<file path="src/rtl/bit_deserializer.sv">
// bit_deserializer: assembles framed serial bits into WIDTH-bit words with a one-deep output register.
module bit_deserializer #(
  parameter int WIDTH     = 8,
  parameter int MSB_FIRST = 1
) (
  input  logic             clk,
  input  logic             clr,
  input  logic             din,
  input  logic             din_en,
  input  logic             sof,
  output logic [WIDTH-1:0] dout,
  output logic             dout_valid,
  input  logic             dout_ready,
  output logic             overflow,
  output logic             busy
);
  localparam int CW = $clog2(WIDTH + 1);
  localparam logic [CW-1:0] LAST = CW'(WIDTH);
  typedef enum logic {IDLE, SHIFT} state_t;
  state_t           state_q, state_d;
  logic [CW-1:0]    cnt_q, cnt_d, cnt_n;
  logic [WIDTH-1:0] sh_q, sh_d, base, shifted, dout_q, dout_d;
  logic             valid_q, valid_d, ovf_q, ovf_d;
  logic             start, cap, done, load;
  always_comb begin
    start   = din_en && sof;
    cap     = din_en && (sof || state_q == SHIFT);
    // a fresh sof throws away any partial frame before shifting in bit 1
    base    = start ? '0 : sh_q;
    shifted = (MSB_FIRST != 0) ? {base[WIDTH-2:0], din} : {din, base[WIDTH-1:1]};
    cnt_n   = start ? CW'(1) : cnt_q + CW'(1);
    done    = cap && cnt_n == LAST;
    load    = done && (!valid_q || dout_ready);
    state_d = cap ? (done ? IDLE : SHIFT) : state_q;
    cnt_d   = cap ? (done ? '0 : cnt_n) : cnt_q;
    sh_d    = cap ? shifted : sh_q;
    dout_d  = load ? shifted : dout_q;
    valid_d = load || (valid_q && !dout_ready);
    ovf_d   = ovf_q || (done && valid_q && !dout_ready);
  end
  always_ff @(posedge clk) begin
    if (clr) begin
      state_q <= IDLE;
      cnt_q   <= '0;
      sh_q    <= '0;
      dout_q  <= '0;
      valid_q <= 1'b0;
      ovf_q   <= 1'b0;
    end else begin
      state_q <= state_d;
      cnt_q   <= cnt_d;
      sh_q    <= sh_d;
      dout_q  <= dout_d;
      valid_q <= valid_d;
      ovf_q   <= ovf_d;
    end
  end
  assign dout       = dout_q;
  assign dout_valid = valid_q;
  assign overflow   = ovf_q;
  assign busy       = state_q == SHIFT;
endmodule

</file>
<file path="config.mk">
export PLATFORM = sky130hd
export DESIGN_NAME = bit_deserializer
export DESIGN_NICKNAME = d
export VERILOG_FILES = /design/src/rtl/bit_deserializer.sv
export SDC_FILE = /design/constraint.sdc
export NUM_CORES = 1
export LEC_CHECK = 0
export ABC_AREA = 1
export BUFFER_PORTS_ARGS = -buffer_cell sky130_fd_sc_hd__buf_2
export CAP_MARGIN = 10
export CORE_ASPECT_RATIO = 0.7
export CORE_MARGIN = 3
export CORE_UTILIZATION = 48
export DETAILED_ROUTE_END_ITERATION = 7
export GPL_ROUTABILITY_DRIVEN = 0
export PLACE_DENSITY = 0.75
export SLEW_MARGIN = 30
export SYNTH_ARGS = -nofsm -noshare
export SYNTH_HDL_FRONTEND = slang
export SYNTH_SLANG_ARGS = --single-unit
</file>
<file path="constraint.sdc">
create_clock -name clk -period 1.35 [get_ports clk]
set_input_delay 0.135 -clock clk [delete_from_list [all_inputs] [get_ports clk]]
set_output_delay 0.135 -clock clk [all_outputs]
set_load 0.02 [all_outputs]
</file>
==> results of run 1 <==
report_power, final:
group          total [mW]  internal (mW)  switching (mW)
Clock               0.509          0.300           0.208
Sequential          0.674          0.662          0.0123
Combinational       0.124         0.0432          0.0809
Total                1.31           1.01           0.301
cells by family (layout without fill, tap and decap cells):
logic type,after synthesis,count (layout),synth area share
AND/OR/NAND/NOR,78,79,0.347
AO/OA/AOI/OAI,18,18,0.0872
adder cells (fa/ha/maj),1,1,0.0121
flip-flops,22,22,0.426
buffers and inverters,34,58,0.127
Yosys cell counts:
| cell type | number |
|---|---|
| sky130_fd_sc_hd__nor2_4 | 3 |
| sky130_fd_sc_hd__a21oi_1 | 14 |
| sky130_fd_sc_hd__nand3_4 | 1 |
| sky130_fd_sc_hd__nand2_2 | 1 |
| sky130_fd_sc_hd__inv_1 | 29 |
| sky130_fd_sc_hd__clkinv_1 | 1 |
| sky130_fd_sc_hd__nor2_1 | 11 |
| sky130_fd_sc_hd__nor2_2 | 1 |
| sky130_fd_sc_hd__nand2_1 | 46 |
| sky130_fd_sc_hd__nand3_1 | 13 |
| sky130_fd_sc_hd__dfxtp_1 | 22 |
| sky130_fd_sc_hd__ha_1 | 1 |
| sky130_fd_sc_hd__clkbuf_1 | 2 |
| sky130_fd_sc_hd__buf_4 | 1 |
| sky130_fd_sc_hd__nand4_1 | 1 |
| sky130_fd_sc_hd__nand3_2 | 1 |
| sky130_fd_sc_hd__o21ai_0 | 4 |
| sky130_fd_sc_hd__inv_2 | 1 |
flip-flops by register name, indices dropped and copies added (netlist names):
name	count
busy	1
cnt_q	4
dout	8
dout_valid	1
overflow	1
sh_q	7
routing by layer:
| layer | vias to the layer above | track usage | routed length, microns |
|---|---|---|---|
| li1 | 515 | - | - |
| met1 | 445 | 0.262 | 1120 |
| met2 | 31 | 0.342 | 1210 |
| met3 | 8 | 0.0686 | 145 |
| met4 | 0 | 0.102 | 66 |
| met5 | - | 0 | 0 |
path summary, 6_finish.rpt:
check / cells after the start / start / slack, ns / end
worst max-delay path: 9 / cnt_q[0]$_SDFFE_PP0P_ / -0.15 / dout[7]$_SDFFE_PP0P_
worst min-delay path: 4 / dout_ready / 0.08 / overflow$_SDFF_PP0_
worst max register to register: 9 / cnt_q[0]$_SDFFE_PP0P_ / -0.15 / dout[7]$_SDFFE_PP0P_
worst min register to register: 2 / overflow$_SDFF_PP0_ / 0.46 / overflow$_SDFF_PP0_
worst register-to-register path, delay by kind of cell, from the launching register on:
kind / cells / cell delay, ns
buf+inv: 1 / 0.06
flops: 1 / 0.37
simple gates: 7 / 0.74
fa+ha+maj: 1 / 0.24
timing repair:
action                                  CTS  global route
endpoints found under the setup margin    9            12
cloned                                    1             0
resized for setup                        10             7
pin swaps                                11             2
endpoints found under the hold margin     0             0
setup buffers                             0             1
cell type report:
class	instances	share of cell area
sequential	22	0.336
clock buffer	3	0.0170
inverter	31	0.0896
tap	22	0.0208
clock inverter	1	0.0226
multi-input combinational	98	0.411
timing repair buffer	23	0.103
==> summary by stage, run 1 <==
Run status
The flow ran to the end, but the final reports show violations. The checks that failed: negative setup slack.

Floorplanning
For this configuration, the core starts out at a cell density of 0.529. The top-level port count is 17. The die covers 2750 sq um. The floorplan step set the die height to 44.8 microns.

The initialized floorplan defines 13 standard-cell rows. In this run the standard cell core region covers 1950 sq um. The die extent in x is 61.5 microns.

Placement
The worst setup slack after placement is -0.135 ns. After detailed placement, the design holds a cell count of 194. The total half-perimeter wirelength after legalization and detailed placement is 1.67 mm.

During placement, the flow inserted port buffers numbering 16. The total cell area at the placement stage is 1190 sq um.

Timing
The post-route minimum period is 1.50 ns. On the final layout, the worst hold slack is 0.0802 ns. The peak clock frequency supported by timing is 667 MHz. The minimum setup slack in the final design is -0.148 ns.

In the final timing run, aggregate negative setup slack is -1.18 ns. The number of hold violations in the final report is 0. The relative slew slack is 0.759. The final clock skew is 0.00280 ns.

Setup repair after global routing could not meet its margin everywhere. The number of failing setup endpoints in the final timing report is 9. In the finished design, the share of the clock period the worst path needs comes to 1.11. For the pin with the worst max-slew slack, the measured transition is 0.361 ns.

The final max-slew violation count is 0.

Clock network
CTS saw 22 sinks. The TritonCTS buffer count is 3. TritonCTS built the clock tree. After clock tree synthesis, the flow added hold-fix buffers numbering 0. The buffer depth of the longest clock path is 2. In this run the number of H-tree levels came out at 1. Clock latency on the worst-skew pair, taken at its later pin, is 0.32 ns. Clock-pin slew was measured on the worst setup and hold paths at 0.12 ns. In this run the clock root is driven by a sky130_fd_sc_hd__clkbuf_4.

Flow run
The number of max-cap violations is 0.

Logic synthesis
By area the synthesized netlist is led by sky130_fd_sc_hd__dfxtp_1 43%, sky130_fd_sc_hd__nand2_1 17%, sky130_fd_sc_hd__inv_1 11%. The synthesized netlist cell count is 153. The share of the synthesized area in the top cell type is 0.426.

The average instance area after synthesis is 6.75 sq um. The flip-flop and latch count after synthesis is 22. The count of distinct cell types in the synthesized netlist is 18.

The sequential area share after synthesis is 0.426. Counting every net in the synthesized netlist gives 160. Yosys printed 0 warnings. The post-synthesis cell area is 1030 sq um. The cell taking the most area after synthesis is sky130_fd_sc_hd__dfxtp_1.

Cells and area
After the last flow step, the layout net total stands at 186. Summing all flip-flop and latch instances after layout gives 445 sq um. The library cells used most frequently in the layout, excluding fill and tap cells, are 44 x sky130_fd_sc_hd__nand2_1, 28 x sky130_fd_sc_hd__inv_1, 20 x sky130_fd_sc_hd__dfxtp_1. The most common library cell in the layout ignoring fill and taps is sky130_fd_sc_hd__nand2_1.

The final design area excluding fillers is 1330 sq um. The share of layout cells above drive strength 1 is 0.287. The non-filler instance count after layout is 200.

The count of inserted antenna diode cells is 0. The relative area change from synthesis to final layout is 28.3%. The combined area of the multi-input logic cells is 546 sq um. Fill cells in the final layout number 170.

Measured on the finished design, the core utilization comes to 0.679.

Power and ir drop
VDD sags by at most 0.710 mV. Summed over all cells, the static leakage comes to 0.579 nW. The total power per unit cell area is 985 nW/um^2.

The overall power is 1.31 mW.

Global routing
The total congestion overflow is 0. The first global-routing pass estimated 4.24 mm of wire. The maximum number of pins on one net before global-route repair is 14. The aggregate global-route resource usage is 0.214. The via count of the first global-routing pass came to 957. The initial antenna violation count is 0.

Routing
In the routed design, unresolved DRC markers number 0. The total wire length after detailed routing is 2.55 mm. The detailed router finished its first iteration with 56 violations. After detailed routing, the average wire length per cell comes to 12.7 microns. The first detailed-routing pass took 4 iterations. The via count is 999. The count of nets left with antenna violations after detail routing is 0. The per-cell via count in the routed design is 5.00.

Setup path
At the worst endpoint, the required time is 1.58 ns. The endpoint arrival time on the critical path is 1.72 ns. The nature of the critical path endpoint is a register. The combined buffer and inverter count along the critical path is 1.

The critical path goes through ha_4 > inv_4 > nand3_2 > nor2_2 > nand2_2 > nor2_4 > nand3_1 > nand2_1 > nor2_1. In this run the worst path has a maximum fanout of 5. The dominant delay contributor by cell family on the critical path is simple AND/OR/NAND/NOR gates.

The worst setup path is of the register to register kind. The largest incremental delay on the critical path is 0.37 ns. The slowest stage of the critical path is the sky130_fd_sc_hd__dfxtp_4 cell. The kind of launch point of the worst setup path is a register.

Min path
The class of the worst hold path is primary input to register.
(Power assumes the default switching activity.)
==> run 2, diff against run 1 <==
--- a/config.mk
+++ b/config.mk
@@ -6,7 +6,7 @@
 export NUM_CORES = 1
 export LEC_CHECK = 0
 export ABC_AREA = 1
-export BUFFER_PORTS_ARGS = -buffer_cell sky130_fd_sc_hd__buf_2
+export BUFFER_PORTS_ARGS = -buffer_cell sky130_fd_sc_hd__clkbuf_2
 export CAP_MARGIN = 10
 export CORE_ASPECT_RATIO = 0.7
 export CORE_MARGIN = 3
==> run 2 against run 1 <==
Compared with the run above: the run still ends with negative setup slack left; die area did not move; largest cell class unchanged; first-iteration DRC count fell by 1.8%; largest power group unchanged; critical endpoint is now dout[6]$_SDFFE_PP0P_; combinational power fell by 6%; utilization fell by 2.2 points.
==> summary by stage, run 2 (same netlist as run 1, synthesis figures left out) <==
Timing
The final clock skew is 0.00279 ns. The worst pin sits at a relative slew slack of 0.760. In the post-route analysis, the smallest setup slack over all paths is -0.126 ns. The final max-slew violation count came to 0. The number of hold violations in the final report is 0. Of the available clock period, the critical path in the final layout requires 1.09.

At the pin with the least slew margin, the transition time is 0.360 ns. Setup repair after global routing could not meet its margin everywhere. The worst slack on hold paths is 0.0519 ns. Subtracting the final worst setup slack from the clock period gives 1.48 ns.

The peak clock frequency supported by timing is 678 MHz. The number of failing setup endpoints in the final timing report is 10.

Power and ir drop
Across the VDD grid, the largest voltage drop is 0.606 mV. The total power per unit cell area is 864 nW/um^2. The leakage dissipation is 0.553 nW.

Summing internal, switching and leakage power gives 1.11 mW.

Routing
The remaining routing DRC violations is 0. For this run, the detailed router's first-pass iteration total came to 4. The first routing iteration left 55 violations. The count of nets left with antenna violations after detail routing is 0. The via count is 1,020. Summed over all layers, the routed wires come to 2.34 mm. In the final routed layout, each cell accounts on average for 11.7 microns. Dividing the detail-routed via count by the number of cells gives 5.10.

Cells and area
The sequential cells in the finished layout cover a total of 445 sq um. Leaving out fill and tap cells, the most frequent cells in the layout are 43 x sky130_fd_sc_hd__nand2_1, 28 x sky130_fd_sc_hd__inv_1, 20 x sky130_fd_sc_hd__dfxtp_1. The relative area change from synthesis to final layout is 24.2%. The combined area of the multi-input logic cells is 533 sq um. The number of flip-flops in the largest register is 8. In the final design database the tool counted 186 nets. The number of antenna diodes in the final layout is 0. Fill cells in the final layout number 182. The share of layout cells above drive strength 1 is 0.287.

Leaving out fill and tap cells, the most frequent cell in the layout is sky130_fd_sc_hd__nand2_1. Once layout is complete, the utilization of the core stands at 0.658. The finished cells cover 1280 sq um.

Clock network
The TritonCTS clock tree is built. TritonCTS created 3 clock buffers. The clock reaches the later pin of the worst-skew pair after 0.32 ns. In this run the number of H-tree levels came out at 1. In this run, post-CTS hold repair placed 0 buffers. Clock-pin slew was measured on the worst setup and hold paths at 0.12 ns. The tree built by TritonCTS fans out to 22 sinks. The cell at the root of the clock tree is sky130_fd_sc_hd__clkbuf_4.

The buffer depth of the longest clock path is 2.

Global routing
The global-route wire length before repair is 3.91 mm. The initial antenna violation count is 0. The aggregate global-route resource usage is 0.196. Global routing finished with a remaining overflow of 0.

The via count of the first global-routing pass came to 974. The maximum number of pins on one net before global-route repair is 13.

Floorplanning
The initial core utilization is 0.529. The floorplan step set the die width to 61.5 microns. The site row count is 13. In this run the count of I/O pins placed on the die edge is 17. The overall die area is 2750 sq um. The placeable core region is 1950 sq um. The height of the die is 44.8 microns.

Setup path
The endpoint arrival time on the critical path is 1.70 ns. STA classifies the critical path startpoint as a register. The largest fanout on the critical path is 5. The worst setup path is captured at a register.

Data on the critical path is required at its endpoint by 1.57 ns. The critical setup path kind is register to register.

Placement
Timing analysis after detailed placement gives a worst setup slack of -0.133 ns. After detailed placement, the total cell area comes to 1190 sq um. Port buffering added 16 buffers.

Summed over all nets, the half-perimeter wirelength after detailed placement is 1.66 mm.

Flow run
Max-cap violations in this run came to 0.

Run status
The final reports fail on negative setup slack. The run finished, with violations left.

Min path
The tightest min-delay check is of the primary input to register type.
## run 2: cell types whose count changed in the layout (fill, tap and decap cells not counted), sizes merged
cell,change
bufinv,-1
buf,-16
clkbuf,+17
## run 2: layer usage
layer  vias to the layer above  part of all wire  global-route usage
met1                       467              0.43               0.222
met3                        10             0.055              0.0686
met5                         -                 0                   0
met4                         0             0.023               0.102
li1                        518                 -                   -
met2                        25              0.49               0.325
## run 2: cell type report
cell class,instances,share of cell area
inverters,31,0.0926
flip-flops and latches,22,0.347
multi-input cells,98,0.415
repair buffers,23,0.103
well taps,22,0.0214
clock buffers,4,0.0205
## run 2: final timing paths
kind / cells past startpoint / startpoint / slack [ns] / to
hold reg to reg: 2 / overflow$_SDFF_PP0_ / 0.47 / overflow$_SDFF_PP0_
setup reg to reg: 9 / cnt_q[1]$_SDFFE_PP0P_ / -0.13 / dout[6]$_SDFFE_PP0P_
setup / recovery: 9 / cnt_q[1]$_SDFFE_PP0P_ / -0.13 / dout[6]$_SDFFE_PP0P_
hold / removal: 3 / din / 0.05 / sh_q[0]$_SDFFE_PP0P_
## run 2: worst max-delay path, cell delays in order (launching register included)
cell                      delay [ns]
sky130_fd_sc_hd__dfxtp_2        0.36
sky130_fd_sc_hd__ha_4           0.25
sky130_fd_sc_hd__inv_4          0.05
sky130_fd_sc_hd__nand3_2        0.07
sky130_fd_sc_hd__nor2_2         0.11
sky130_fd_sc_hd__nand2_2        0.11
sky130_fd_sc_hd__nor2_4         0.21
sky130_fd_sc_hd__nand3_1        0.09
sky130_fd_sc_hd__nand2_1        0.07
sky130_fd_sc_hd__nor2_1         0.06
## run 2: report_power, final
group | switching (mW) | leakage, nW | internal (mW) | total, mW
clock network | 0.203 | 0.0150 | 0.116 | 0.319
logic | 0.0750 | 0.359 | 0.0419 | 0.117
registers | 0.0115 | 0.179 | 0.662 | 0.673
## run 2: metrics by stage
step / instances / TNS, ns
final: 200 / -0.765
after global routing: 200 / -1.71
after CTS: 199 / -0.390
after detailed placement: 194 / -1.03
after global placement: 194 / -0.299
after floorplan: 153 / 0
## run 2: what timing repair did
action | in CTS | in global routing
setup endpoints to repair | 9 | 10
hold endpoints to repair | 0 | 0
resized for setup | 5 | 10
gates cloned | 1 | 0
setup buffers | 0 | 1
pin swaps | 5 | 5
==> run 3, diff against run 2 <==
--- a/config.mk
+++ b/config.mk
@@ -18,3 +18,4 @@
 export SYNTH_ARGS = -nofsm -noshare
 export SYNTH_HDL_FRONTEND = slang
 export SYNTH_SLANG_ARGS = --single-unit
+export TNS_END_PERCENT = 50
==> run 3 against run 2 <==
Compared with the run above: the run still ends with negative setup slack left; flip-flop and latch count stayed put; die area stayed put; combinational power hardly changed; cell count stayed put; critical endpoint unchanged; largest power group unchanged; via count is 1.6% higher; global-route usage stayed put; critical path depth stayed put; routed wire length is 0.43% higher; utilization is 0.13 points lower; maximum frequency is 0.84% lower; design area is 0.19% lower; clock power hardly changed.
==> summary by stage, run 3 (same netlist as run 1, synthesis figures left out) <==
Run status
The run finished, with violations left. The checks that failed: negative setup slack.

Setup path
Data on the critical path is required at its endpoint by 1.58 ns. Data arrives at the worst endpoint at 1.71 ns. The critical path goes through ha_4 > inv_4 > nand3_2 > nor2_2 > nand2_2 > nor2_4 > nand3_1 > nand2_1 > nor2_1. Measured in cells, the most critical reg-to-reg path has a length of 9. The largest incremental delay on the critical path is 0.36 ns. The kind of launch point of the worst setup path is a register. The nature of the critical path endpoint is a register. The worst register-to-register path ends at dout[6]$_SDFFE_PP0P_.

The slack of the worst reg-to-reg path is -0.14 ns. The critical setup path kind is register to register. The slowest library cell on the worst path is sky130_fd_sc_hd__dfxtp_2. The most critical setup path has its startpoint at cnt_q[1]$_SDFFE_PP0P_. In this run the critical register-to-register path is launched from cnt_q[1]$_SDFFE_PP0P_. The largest fanout on the critical path is 5.

Power and ir drop
The total power per unit cell area is 869 nW/um^2. The overall power is 1.11 mW. The leakage dissipation is 0.552 nW. VDD sags by at most 0.606 mV.

Floorplanning
17 I/O pins were placed. The initial core utilization is 0.529. The site row count is 13.

The die covers 2750 sq um. In this run the vertical extent of the chip is 44.8 microns. The core region is 1950 sq um. The die extent in x is 61.5 microns.

Cells and area
In the layout the commonest cells are 44 x sky130_fd_sc_hd__nand2_1, 28 x sky130_fd_sc_hd__inv_1, 20 x sky130_fd_sc_hd__dfxtp_1. Once layout is complete, the utilization of the core stands at 0.656. The count of inserted antenna diode cells is 0.

Relative to the synthesized area, the layout overhead comes to 24.0%. The non-filler instance count after layout is 200. At the end of the flow, the number of nets in the layout was 186. The number of flip-flops in the largest register is 8. Leaving out fill and tap cells, the most frequent cell in the layout is sky130_fd_sc_hd__nand2_1. The share of layout cells above drive strength 1 is 0.281. The finished cells cover 1280 sq um. The number of inserted filler cells in the final layout is 182.

Clock network
The number of buffers inserted by hold repair at cts is 0. In this run the deepest clock path goes through 2 buffers. TritonCTS built the clock tree. The number of H-tree levels is 1. The insertion delay of the later-clocked pin in the worst-skew pair is 0.32 ns. The cell at the root of the clock tree is sky130_fd_sc_hd__clkbuf_4.

After clock tree synthesis, the clock-pin slew on the worst setup and hold paths is 0.12 ns. The clock net sink count is 22. The number of clock buffers added by TritonCTS is 3.

Flow run
Max-cap violations in this run came to 0.

Routing
The first-pass iteration count of the detailed router is 4. After detailed routing, the number of vias per cell comes to 5.18. In this run, the number of DRC markers left after iteration 0 of detailed routing was 51. The wire length per cell after detailed routing is 11.8 microns. For this block, the via count after detailed routing is 1,036.

The total wire length after detailed routing is 2.35 mm. The count of nets left with antenna violations after detail routing is 0. The remaining routing DRC violations is 0.

Placement
The placed instance count is 194. The total cell area at the placement stage is 1190 sq um. The total half-perimeter wirelength after legalization and detailed placement is 1.66 mm. The worst setup slack after placement is -0.133 ns.

The count of input and output buffers is 16.

Min path
The worst hold path begins at din. The worst hold path was traced through 3 stages. The path class of the tightest hold or removal check is primary input to register.

The endpoint with the worst hold slack is sh_q[0]$_SDFFE_PP0P_.

Timing
The relative slew slack is 0.762. Across all hold checks on the routed design, the worst slack comes to 0.0518 ns. The post-route clock period utilization is 1.10. The number of hold violations in the final report is 0. Setup violations remaining at the end of the flow were counted as 10. Derived from the worst setup path, the maximum achievable clock frequency is 672 MHz. The setup TNS is -0.899 ns. The routed design could run at a clock period as short as 1.49 ns. The final clock skew is 0.00181 ns. Setup repair after global routing could not meet its margin everywhere. The final max-slew violation count is 0. Setup slack on the critical path of the routed design comes to -0.138 ns.

For the pin with the worst max-slew slack, the measured transition is 0.356 ns.

Global routing
The maximum number of pins on one net before global-route repair is 13. The aggregate global-route resource usage is 0.196. The total congestion overflow is 0. The initial antenna violation count is 0. The global-route wire length before repair is 3.91 mm. The via count of the first global-routing pass is 974.
-- run 3: cell count changes in the layout (fill, tap and decap cells not counted) --
cell                      previous run  this run
sky130_fd_sc_hd__nand2_2             4         3
sky130_fd_sc_hd__nand2_1            43        44
-- run 3: metal layers --
layer  GRT usage  part of all wire  routed length, microns
met1       0.222              0.41                     970
met2       0.325              0.49                    1160
met3      0.0686             0.070                     165
met4       0.102             0.026                      61
met5           0                 0                       0
-- run 3: critical path, delay by kind of cell (launching register included) --
kind                       cells  cell delay (ns)
adders and majority gates      1             0.25
DFF                            1             0.36
and+or+nand+nor                7             0.72
buffers and inverters          1             0.05
-- run 3: how the worst max path moves through the flow --
stage | to
after detailed placement | dout[5]$_SDFFE_PP0P_
after global placement | dout[5]$_SDFFE_PP0P_
after global routing | dout[4]$_SDFFE_PP0P_
after CTS | dout[6]$_SDFFE_PP0P_
after floorplan | dout[0]$_SDFFE_PP0P_
final | dout[6]$_SDFFE_PP0P_
-- run 3: repair_timing --
action | 4_1_cts | 5_1_grt
endpoints found under the setup margin | 9 | 10
setup buffers | 0 | 1
resized for setup | 5 | 9
pin swaps | 5 | 5
hold endpoints to repair | 0 | 0
gates cloned | 1 | 0
-- run 3: area by class of cell --
cell class / instances / area [sq um] / share of cell area
tap: 22 / 27.5 / 0.0215
sequential: 22 / 445 / 0.348
multi-input combinational: 98 / 531 / 0.414
timing repair buffer: 23 / 133 / 0.104
inverter: 31 / 119 / 0.0928
clock buffer: 4 / 26.3 / 0.0205
-- run 3: power breakdown --
part	switching, mW	total [mW]	internal (mW)	leakage [nW]
combinational	0.0760	0.118	0.0421	0.358
clock	0.206	0.322	0.116	0.0150
sequential	0.0116	0.673	0.662	0.179
total	0.294	1.11	0.820	0.552
